[src/rtl/complex_divider.sv]
// Sequential complex divider (a+jb)/(c+jd): one shared 8x8 multiplier, then two radix-2 restoring dividers.
// Define CPLX_DIV_SATURATE_EN to clamp overflowing components and add the sat_out port.
module complex_divider #(
  parameter int OUT_W = 16,
  parameter int FRAC  = 7
) (
  input  logic                    clk,
  input  logic                    rst_n,
  input  logic                    data_valid_in,
  input  logic signed [7:0]       Re_in_1,
  input  logic signed [7:0]       Im_in_1,
  input  logic signed [7:0]       Re_in_2,
  input  logic signed [7:0]       Im_in_2,
  output logic signed [OUT_W-1:0] Re_out,
  output logic signed [OUT_W-1:0] Im_out,
  output logic                    data_valid_out,
  output logic                    div_by_zero_out,
  output logic                    busy_out
`ifdef CPLX_DIV_SATURATE_EN
  ,
  output logic                    sat_out
`endif
);

  localparam logic [2:0] S_IDLE = 3'd0;
  localparam logic [2:0] S_MUL  = 3'd1;
  localparam logic [2:0] S_NORM = 3'd2;
  localparam logic [2:0] S_DIV  = 3'd3;
  localparam logic [2:0] S_OUT  = 3'd4;

  localparam int WW    = 17 + OUT_W;
  localparam int CNT_W = $clog2(OUT_W);
  localparam logic [CNT_W-1:0] MUL_LAST = CNT_W'(6);
  localparam logic [CNT_W-1:0] DIV_LAST = CNT_W'(OUT_W - 1);

  logic [2:0]         state;
  logic [CNT_W-1:0]   cnt;
  logic signed [7:0]  op_a, op_b, op_c, op_d;
  logic signed [7:0]  mul_x, mul_y;
  logic signed [15:0] prod;
  logic signed [16:0] prod_ext;
  logic signed [16:0] acc_re, acc_im;
  logic [16:0]        acc_d;
  logic               neg_re, neg_im, zero, ovf_re, ovf_im;
  logic [17:0]        rem_re, rem_im;
  logic [OUT_W-1:0]   num_re, num_im, quo_re, quo_im;

  // One restoring step: returns {quotient_bit, new_remainder}.
  function automatic logic [18:0] div_step(input logic [17:0] rem, input logic nb,
                                           input logic [16:0] den);
    logic [17:0] sh;
    sh = {rem[16:0], nb};
    if (sh >= {1'b0, den}) return {1'b1, sh - {1'b0, den}};
    return {1'b0, sh};
  endfunction

  assign busy_out = (state != S_IDLE);
  assign prod_ext = {prod[15], prod};

  // Product schedule: ac, bd, bc, ad, cc, dd.
  always_comb begin
    // NOTE: every always_comb output gets a default first so no latch is inferred.
    mul_x = op_a;
    mul_y = op_c;
    case (cnt)
      CNT_W'(1): begin mul_x = op_b; mul_y = op_d; end
      CNT_W'(2): begin mul_x = op_b; mul_y = op_c; end
      CNT_W'(3): begin mul_x = op_a; mul_y = op_d; end
      CNT_W'(4): begin mul_x = op_c; mul_y = op_c; end
      CNT_W'(5): begin mul_x = op_d; mul_y = op_d; end
      default:   ;
    endcase
  end

  logic [16:0]    mag_re, mag_im, hi_re, hi_im;
  logic [WW-1:0]  x_re, x_im, d_lim;
  logic [17:0]    seed_re, seed_im;

  // Dividend X = |N|<<FRAC. Only the low OUT_W quotient bits are kept, so the
  // divider starts from (X >> OUT_W) mod D and shifts in just the low OUT_W bits.
  always_comb begin
    mag_re  = acc_re[16] ? $unsigned(-acc_re) : $unsigned(acc_re);
    mag_im  = acc_im[16] ? $unsigned(-acc_im) : $unsigned(acc_im);
    x_re    = WW'(mag_re) << FRAC;
    x_im    = WW'(mag_im) << FRAC;
    d_lim   = WW'(acc_d) << (OUT_W - 1);
    hi_re   = 17'(x_re >> OUT_W);
    hi_im   = 17'(x_im >> OUT_W);
    seed_re = '0;
    seed_im = '0;
    if (acc_d != '0) begin
      seed_re = 18'(hi_re % acc_d);
      seed_im = 18'(hi_im % acc_d);
    end
  end

  logic [18:0] step_re, step_im;
  always_comb begin
    step_re = div_step(rem_re, num_re[OUT_W-1], acc_d);
    step_im = div_step(rem_im, num_im[OUT_W-1], acc_d);
  end

  logic [OUT_W-1:0] res_re, res_im;
  always_comb begin
    res_re = neg_re ? -quo_re : quo_re;
    res_im = neg_im ? -quo_im : quo_im;
`ifdef CPLX_DIV_SATURATE_EN
    if (ovf_re) res_re = neg_re ? {1'b1, {(OUT_W-1){1'b0}}} : {1'b0, {(OUT_W-1){1'b1}}};
    if (ovf_im) res_im = neg_im ? {1'b1, {(OUT_W-1){1'b0}}} : {1'b0, {(OUT_W-1){1'b1}}};
`endif
    if (zero) begin
      res_re = '0;
      res_im = '0;
    end
  end

  always_ff @(posedge clk or negedge rst_n) begin
    if (!rst_n) begin
      state           <= S_IDLE;
      cnt             <= '0;
      {op_a, op_b, op_c, op_d} <= '0;
      prod            <= '0;
      acc_re          <= '0;
      acc_im          <= '0;
      acc_d           <= '0;
      {neg_re, neg_im, zero, ovf_re, ovf_im} <= '0;
      rem_re          <= '0;
      rem_im          <= '0;
      num_re          <= '0;
      num_im          <= '0;
      quo_re          <= '0;
      quo_im          <= '0;
      Re_out          <= '0;
      Im_out          <= '0;
      data_valid_out  <= 1'b0;
      div_by_zero_out <= 1'b0;
`ifdef CPLX_DIV_SATURATE_EN
      sat_out         <= 1'b0;
`endif
    end else begin
      // NOTE: sequential state uses non-blocking assignments so every register samples pre-edge values.
      data_valid_out <= 1'b0;
`ifdef CPLX_DIV_SATURATE_EN
      sat_out        <= 1'b0;
`endif
      case (state)
        S_IDLE: if (data_valid_in) begin
          op_a   <= Re_in_1;
          op_b   <= Im_in_1;
          op_c   <= Re_in_2;
          op_d   <= Im_in_2;
          acc_re <= '0;
          acc_im <= '0;
          acc_d  <= '0;
          cnt    <= '0;
          state  <= S_MUL;
        end
        S_MUL: begin
          prod <= 16'(mul_x) * 16'(mul_y);
          // prod holds the product issued on the previous cycle.
          case (cnt)
            CNT_W'(1), CNT_W'(2): acc_re <= acc_re + prod_ext;
            CNT_W'(3):            acc_im <= acc_im + prod_ext;
            CNT_W'(4):            acc_im <= acc_im - prod_ext;
            CNT_W'(5), CNT_W'(6): acc_d  <= acc_d + $unsigned(prod_ext);
            default:              ;
          endcase
          cnt <= cnt + 1'b1;
          if (cnt == MUL_LAST) state <= S_NORM;
        end
        S_NORM: begin
          neg_re <= acc_re[16];
          neg_im <= acc_im[16];
          zero   <= (acc_d == '0);
          ovf_re <= (x_re >= d_lim);
          ovf_im <= (x_im >= d_lim);
          rem_re <= seed_re;
          rem_im <= seed_im;
          num_re <= x_re[OUT_W-1:0];
          num_im <= x_im[OUT_W-1:0];
          cnt    <= '0;
          state  <= S_DIV;
        end
        S_DIV: begin
          rem_re <= step_re[17:0];
          rem_im <= step_im[17:0];
          quo_re <= {quo_re[OUT_W-2:0], step_re[18]};
          quo_im <= {quo_im[OUT_W-2:0], step_im[18]};
          num_re <= num_re << 1;
          num_im <= num_im << 1;
          cnt    <= cnt + 1'b1;
          if (cnt == DIV_LAST) state <= S_OUT;
        end
        S_OUT: begin
          Re_out          <= res_re;
          Im_out          <= res_im;
          data_valid_out  <= 1'b1;
          div_by_zero_out <= zero;
`ifdef CPLX_DIV_SATURATE_EN
          sat_out         <= ~zero & (ovf_re | ovf_im);
`endif
          state           <= S_IDLE;
        end
        default: state <= S_IDLE;
      endcase
    end
  end

endmodule

[config.mk]
export PLATFORM = sky130hd
export DESIGN_NAME = complex_divider
export DESIGN_NICKNAME = d
export VERILOG_FILES = /design/src/rtl/complex_divider.sv
export SDC_FILE = /design/constraint.sdc
export NUM_CORES = 1
export LEC_CHECK = 0
export ABC_AREA = 1
export BUFFER_PORTS_ARGS = -buffer_cell sky130_fd_sc_hd__clkbuf_2
export CAP_MARGIN = 15
export CORE_UTILIZATION = 49
export CTS_BUF_LIST = sky130_fd_sc_hd__clkbuf_16
export CTS_CLUSTER_SIZE = 16
export DETAILED_ROUTE_END_ITERATION = 10
export MAX_ROUTING_LAYER = met4
export PLACE_DENSITY = 0.72
export SYNTH_ARGS = -nofsm -noshare
export SYNTH_HDL_FRONTEND = slang
export SYNTH_SLANG_ARGS = --single-unit
[constraint.sdc]
create_clock -name clk -period 40.5 [get_ports clk]
set_input_delay 4.05 -clock clk [delete_from_list [all_inputs] [get_ports clk]]
set_output_delay 4.05 -clock clk [all_outputs]
set_load 0.005 [all_outputs]
**Word level (Yosys, flattened, before mapping)**

Cells that the tools add are included.

- Bits in registers: 241
- Latch bits: 0
- Bits in writable memories: 0
- ROM bits: 0
- Input bits: 35
- Output and inout port bits: 35
- Word-level logic and storage cells: 107
- Memories: 0

- $add $sub $neg: 11
- Multipliers: 1
- Divide/modulo/power cells: 2
- Order comparisons: 2
- Equal/unequal tests: 17
- Shift-type cells: 0
- Multiplexer cells: 34
- Bitwise operators: 0
- Reduce and logical (&&, ||, !) cells: 17

Operator list:

| operator | number |
|---|---|
| $pmux 17 s2 | 6 |
| $mux 17 | 7 |
| $mux 19 | 4 |
| $mux 16 | 4 |
| $pmux 16 s2 | 2 |
| $ge 18x17->1 | 2 |
| $mod 8x17->18 | 2 |
| $sub 18x17->18 | 2 |
| $add 17x16->17 | 2 |
| $neg 17->17 | 2 |
| $neg 16->16 | 2 |
| $pmux 8 s3 | 1 |
| $add 17x17->17 | 1 |
| $logic_not 17->1 | 1 |
| $reduce_bool 17->1 | 1 |
| $sub 17x16->17 | 1 |
| $mul 8x8->16 | 1 |
| $eq 4x3->1 const B | 3 |
| $pmux 3 s4 | 1 |
| $pmux 4 s3 | 1 |
| $reduce_and 3->1 | 4 |
| $mux 3 | 3 |
| $eq 4x2->1 const B | 2 |
| $mux 8 | 1 |
| 17 further kinds | 28 |

**Logic depth before layout (Yosys ltp)**

Gate-level depths: netlist (run 1).

- Depth in word-level cells: 5
- Depth in mapped cells: 294
- Gate-level depth less buffers: 288

**Worst setup path before layout (run 1)**

OpenSTA, ideal clock, no wires.

- Path type: reg-to-reg
- Start point: reg acc_d[5]
- End point: reg rem_im[15]
- Library setup time: 77 ps
- Arrival: 31501 ps
- Data required time: 40423 ps
- Setup slack: 8922 ps
- Stages on the path, launching flop included: 262
- Path buffers: 8
- Clock period less this slack: 31578 ps
- Path through: dfrtp_1 > inv_1 > nand2_1 > nor2_1 > nand2_1 > nand3b_1 > nor3_2 > o21ai_0 > nor2_1 > ha_1 > o21a_1 > o21ai_0 > inv_1 > o21ai_2 > or2_1 > nand2_1 > ha_1 > o21ai_0 > [226 not listed] > nand2_1 > o21ai_0 > a21oi_1 > o21bai_1 > a21oi_1 > o21bai_1 > a21oi_1 > o21bai_1 > a21oi_1 > o21bai_1 > a21oi_1 > o21bai_1 > a21o_1 > a21oi_1 > xor2_1 > nand2_1 > nand3_1 > a21oi_1

- Cells in the longest elaborated chain, start to end: 4
- Elaborated cells between the ends (all ways): 9
- Those cells by class: 1 x add/sub; 1 x div; 1 x order compare; 5 x mux; 1 x reduce/logical

Ends and longest elaborated chain:

| what | line | source |
|---|---|---|
| start, declared | 43 | `logic [16:0] acc_d;` |
| start signal, assigned | 165 | `CNT_W'(5), CNT_W'(6): acc_d <= acc_d + $unsigned(prod_ext);` |
| parallel branches: the longest is 3 deep, another holds $mod 8x17->18 | - |  |
| $pmux 17 s2 (*) | 146 | `case (state)` |
| end signal, assigned | 178 | `rem_im <= seed_im;` |
| end signal, assigned | 186 | `rem_im <= step_im[17:0];` |
| end, declared | 45 | `logic [17:0] rem_re, rem_im;` |

Mark *: on every way between the ends. The select of a mux whose other input is x is not followed.
A chain may end at the register's enable or synchronous reset.

**Final worst setup path (run 1)**

- Start point: reg acc_d[16]
- End point: reg rem_im[15]

- Cells in the longest elaborated chain, start to end: 4
- Elaborated cells between the ends (all ways): 7
- Those cells by class: 1 x div; 1 x order compare; 4 x mux; 1 x reduce/logical

Ends and longest elaborated chain:

| what | line |
|---|---|
| parallel branches: the longest is 3 deep, another holds $mod 8x17->18 | - |
| $pmux 17 s2 (*) | 146 |

Mark *: on every way between the ends.

==> results.yml, run 1 <==
worst_setup_path:
  cp_max_fo: 18
  path_delay_family: "compound AO/OA/AOI/OAI gates"
  critical_path.max_stage_delay_ps: 510
  critPathLaunchType: "register"
  arrival_ps: 36830
  critical_path_class: "register to register"
  slowest_stage: "dfrtp_1"
  path_common_cell: "nand2_1"
  crit_buf_inv: 33
  endpoint_kind: "register"
  cp_data_required_time_ps: 41000
clock_network:
  cts_root_buffer: "clkbuf_16"
  clkTransAtPathRegs_ps: 60
  clk_latency_ps: 600
  h-tree-depth: 1
  clk_path_buf_depth: 3
  cts_buffers: 28
  cts_tree: "done"
  cts_hold_buf: 0
  cts.sinks: 227
routing:
  first_iter_violations: 2151
  drtAntennaViolNets: 0
  drt-vias-per-instance: 5.38
  drt_first_pass_iters: 6
  remaining_drc_errors: 0
  wl_per_cell_um: 15.4
  vias: 32563
  drt_wl_total_um: 93300
global_route:
  overflow: 0
  grt_pass1_vias: 30144
  grt_max_degree: 114
  antenna_found_initial: 0
  grt_usage: 0.274
  grt_pass1_wl_um: 153000
placed_design:
  dp_hpwl_um: 71600
  placed_cell_area_mm2: 0.0346
  io_buffers: 69
  gp_congestion: 0.949
synth:
  synth_top_area_cell: "ha_1"
  synth_ff_type: "dfrtp_1"
  syn_inst: 5051
  synthTopCellsByArea: "ha_1 (17%), dfrtp_1 (17%), nand2_1 (15%)"
  synth.avg_cell_area_um2: 6.59
  synth_common_cells: "nand2_1 (1302), inv_1 (760), ha_1 (465)"
  synth_top_area_share: 0.175
  seq_area_frac_synth: 0.171
  synth-seq-cells: 227
  synth.most_common_cell: "nand2_1"
  synth_area_mm2: 0.0333
  synthArstFlopShare: 1.00
  ys_types: 67
  ys_warn_count: 0
  synth_edf_count: 0
die:
  ioPinCount: 70
  core_region_area_mm2: 0.0672
  num_rows: 95
  die_w_um: 263
  die_area_mm2: 0.0690
  die_h_um: 263
  start_util: 0.495
job:
  cap_violations: 0
outcome:
  outcome: "completed"
timing:
  finClkSkew_ps: 34.2
  slew_viol_final: 0
  setup_viol: 0
  fmax_ghz: 0.0275
  layout_min_cycle_time_ps: 36330
  post-route-period-util: 0.897
  tightest_slew_ps: 1080
  hold_viol: 0
  rsz0062_at_grt: "true"
  relSlewSlack: 0.275
cells_and_area:
  design_area_mm2: 0.0361
  drive_above_1_share: 0.0767
  fin_nets: 5716
  syn2layout_area_growth_pct: 8.64
  seqCellArea_mm2: 0.00568
  n_antenna_cell: 0
  multiInputGateArea_mm2: 0.0245
  n_fill_cell: 6638
hold_path:
  hold_path.class: "register to register"
tightest hold or removal path, cell delays in order, from the launching register on:
cell and delay [ps]:
dfrtp_1 340, nand2_1 50, nand2_1 50
area by class of cell:
class | count | share of cell area
Multi-Input combinational cell | 3970 | 0.678
Timing Repair inverter | 1 | 0.000138
Inverter | 783 | 0.0826
Clock inverter | 24 | 0.00651
Clock buffer | 28 | 0.0194
Timing Repair Buffer | 143 | 0.0258
Sequential cell | 227 | 0.157
Tap cell | 873 | 0.0302
cells in the final DEF, fill, tap and decap left out, types with 10 or more instances in the layout:
master,instances
o21ai_2,10
o211ai_1,11
nand3_1,252
nand3b_1,10
a32o_1,12
dfrtp_1,225
ha_1,465
clkinvlp_4,11
o32ai_1,15
xnor2_1,114
xor2_1,157
clkinv_1,14
inv_2,17
clkbuf_2,68
nor3_1,63
clkbuf_16,28
o21ai_0,308
a21oi_1,264
o21bai_1,41
nand2_1,1298
nand4_1,25
o21ai_1,50
a21o_1,26
fa_1,62
nand3_2,22
inv_1,750
conb_1,20
or2_2,62
o31ai_1,15
nand2_2,25
nor2_1,433
o21a_1,14
nor4_1,13
o22ai_1,30
a211oi_1,12
a21oi_2,19
buf_4,71
a221oi_1,30
timing repair:
action | 4_1_cts | 5_1_grt
resized for setup | 0 | 49
endpoints found under the setup margin | 0 | 34
setup buffers | 0 | 46
sequential cells by signal, summed over array words and instances, names as in the netlist, 9 cells and up:
signal and cells:
acc_d 17, acc_im 17, acc_re 17, rem_im 17, rem_re 17, Im_out 16, Re_out 16, prod 16
quo_im 16, quo_re 16, num_im 9, num_re 9
cell families after synthesis:
group           count (synthesis)  share of synthesized area
fa+ha+maj                     527                      0.212
compound gates                906                      0.161
buf+inv                       874                      0.100
flops                         227                      0.171
xor+xnor                      271                     0.0713
simple gates                 2245                      0.285
other cells                     1                   0.000113
worst paths after layout:
check	from	endpoint	slack [ps]	cells after the start
min	op_a[5]	op_a[5]	470	2
min in group asynchronous	rst_n	Re_out[13]	3490	1
max reg2reg	acc_d[16]	rem_im[15]	4170	260
max in group asynchronous	rst_n	acc_d[1]	35500	2
min reg2reg	op_a[5]	op_a[5]	470	2
max	acc_d[16]	rem_im[15]	4170	260
metal layers:
metal / share of wire / global-route usage / vias up / wire [µm]
met2: 0.47 / 0.450 / 705 / 43500
li1: - / - / 16732 / -
met4: 0.022 / 0.0599 / 0 / 2060
met5: 0 / - / - / 0
met1: 0.46 / 0.367 / 15019 / 43000
met3: 0.051 / 0.0234 / 107 / 4710
through the flow:
stage	worst slack, ps	utilization	TNS (ps)	std cells	hold WS (ps)
2_1_floorplan	8920	-	0	5070	437
3_3_place_gp	1830	0.516	0	5948	456
3_5_place_dp	470	0.516	0	5948	457
4_1_cts	310	0.530	0	6000	473
5_1_grt	-177	0.538	-1750	6049	493
6_report	4170	0.538	0	6049	468
Power of run 1 is not shown: default switching activity piles up to over one toggle a cycle in this logic, so the estimate is an artifact.
==> run 2: changes to the inputs <==
--- a/config.mk
+++ b/config.mk
@@ -10,2 +10,3 @@
 export CAP_MARGIN = 15
+export CORE_MARGIN = 8
 export CORE_UTILIZATION = 49
@@ -16,2 +17,3 @@
 export PLACE_DENSITY = 0.72
+export SKIP_LAST_GASP = 1
 export SYNTH_ARGS = -nofsm -noshare
==> constraint.sdc (replaced) <==
create_clock -name clk -period 40.5 [get_ports clk]
set_input_delay 12.15 -clock clk [delete_from_list [all_inputs] [get_ports clk]]
set_output_delay 12.15 -clock clk [all_outputs]
set_load 0.005 [all_outputs]
==> run 2 against run 1 <==
Count of clock-buffer cells in the layout up 1. Critical path depth up 19. Fmax down 0.12%. Non-clock buffer count down 15. Register-to-register slack worse by 40 ps. Clock skew down 1.8 ps. Hold slack better by 1.1 ps. Via count about the same.
==> results.yml, run 2 (synthesis results as in run 1) <==
clock_network:
  clkTransAtPathRegs_ps: 60
  cts_buffers: 29
  cts_root_buffer: "clkbuf_16"
  clk_path_buf_depth: 3
  cts_hold_buf: 0
  cts_tree: "done"
  cts.sinks: 227
  clk_latency_ps: 570
  h-tree-depth: 1
worst_setup_path:
  endpoint_kind: "register"
  path_common_cell: "nand2_1"
  critical_path.max_stage_delay_ps: 400
  cp_data_required_time_ps: 40950
  critical_path_class: "register to register"
  critPathLaunchType: "register"
  cp_max_fo: 33
  arrival_ps: 36820
  slowest_stage: "dfrtp_1"
global_route:
  grt-busiest-layer: "met2"
  grt_pass1_wl_um: 151000
  grt_usage: 0.238
  antenna_found_initial: 0
  grt_pass1_vias: 30324
  overflow: 0
  grtUsageMet3: 0.0191
  grt_max_degree: 122
  met1_usage: 0.313
  use_met2: 0.395
placed_design:
  gp_congestion: 0.932
  placed_cell_area_mm2: 0.0346
  io_buffers: 69
  dpl_worst_slack_ps: 839
  dp_hpwl_um: 70400
routing:
  drt-vias-per-instance: 5.40
  first_iter_violations: 2386
  remaining_drc_errors: 0
  drt_first_pass_iters: 8
  drt_wl_total_um: 92200
  vias: 32556
  wl_per_cell_um: 15.3
  drtAntennaViolNets: 0
timing:
  tightest_slew_ps: 1160
  post-route-period-util: 0.898
  fmax_ghz: 0.0275
  finClkSkew_ps: 32.5
  slew_viol_final: 0
  whs_ps: 469
  postLayoutSetupSlackWorst_ps: 4130
  layout_min_cycle_time_ps: 36370
  setup_viol: 0
  hold_viol: 0
  relSlewSlack: 0.223
cells_and_area:
  fin_nets: 5702
  layout_common_cells: "nand2_1 (1300), inv_1 (754), ha_1 (465)"
  syn2layout_area_growth_pct: 8.19
  final_common_cell: "nand2_1"
  n_antenna_cell: 0
  design_area_mm2: 0.0360
  drive_above_1_share: 0.0715
die:
  ioPinCount: 70
  start_util: 0.495
  num_rows: 95
  core_region_area_mm2: 0.0672
  die_h_um: 277
  die_area_mm2: 0.0765
  die_w_um: 277
job:
  cap_violations: 0
hold_path:
  hold_path.class: "register to register"
outcome:
  outcome: "completed"
-- run 2: cell count changes in the layout (fill, tap and decap cells not counted), sizes merged --
cell / previous run / this run
inv: 774 / 775
clkbuf: 96 / 97
bufinv: 4 / 3
clkinvlp: 12 / 9
clkinv: 18 / 19
buf: 75 / 60
-- run 2: metal layers --
metal  up-vias  part of all wire
met2       775              0.46
met4         0             0.027
met3       136             0.048
li1      16673                 -
met5         -                 0
met1     14972              0.46
-- run 2: per-stage QoR --
stage               std cells  utilization  TNS, ps
floorplan                5070            -        0
global placement         5947        0.516        0
detailed placement       5947        0.516        0
CTS                      5998        0.529        0
global route             6033        0.536    -2310
finish                   6033        0.536        0
-- run 2: layout make-up --
| type | instances | area, µm² |
|---|---|---|
| fillers | 6594 | 31200 |
| flip-flops and latches | 227 | 5680 |
| repair buffers | 128 | 847 |
| clock buffers | 29 | 726 |
| clock inverters | 22 | 180 |
| multi-input cells | 3970 | 24500 |
| well taps | 873 | 1090 |
| inverters | 783 | 2960 |
| repair inverters | 1 | 5.00 |
-- run 2: worst paths after layout --
check	from	depth (start not counted)	to	slack, ps
setup / recovery	acc_d[5]	279	rem_re[7]	4130
hold / removal	op_a[5]	2	op_a[5]	470
setup reg to reg	acc_d[5]	279	rem_re[7]	4130
hold reg to reg	op_a[5]	2	op_a[5]	470
max in group asynchronous	rst_n	3	rem_re[16]	26880
min in group asynchronous	rst_n	1	quo_re[8]	11640
-- run 2: critical path: cells and delay by family, from the launching register on --
kind                       cells  cell delay, ps
AOI/OAI and AO/OA             66           11580
adders and majority gates     16            5020
buffers and inverters         35            3840
DFF                            1             400
and+or+nand+nor              162           15240
-- run 2: repair_timing --
action / in CTS / in global routing
hold endpoints to repair: 0 / 0
endpoints found under the setup margin: 0 / 34
resized for setup: 0 / 38
buffers inserted: 0 / 30
Power of run 2 is left out for the same reason.
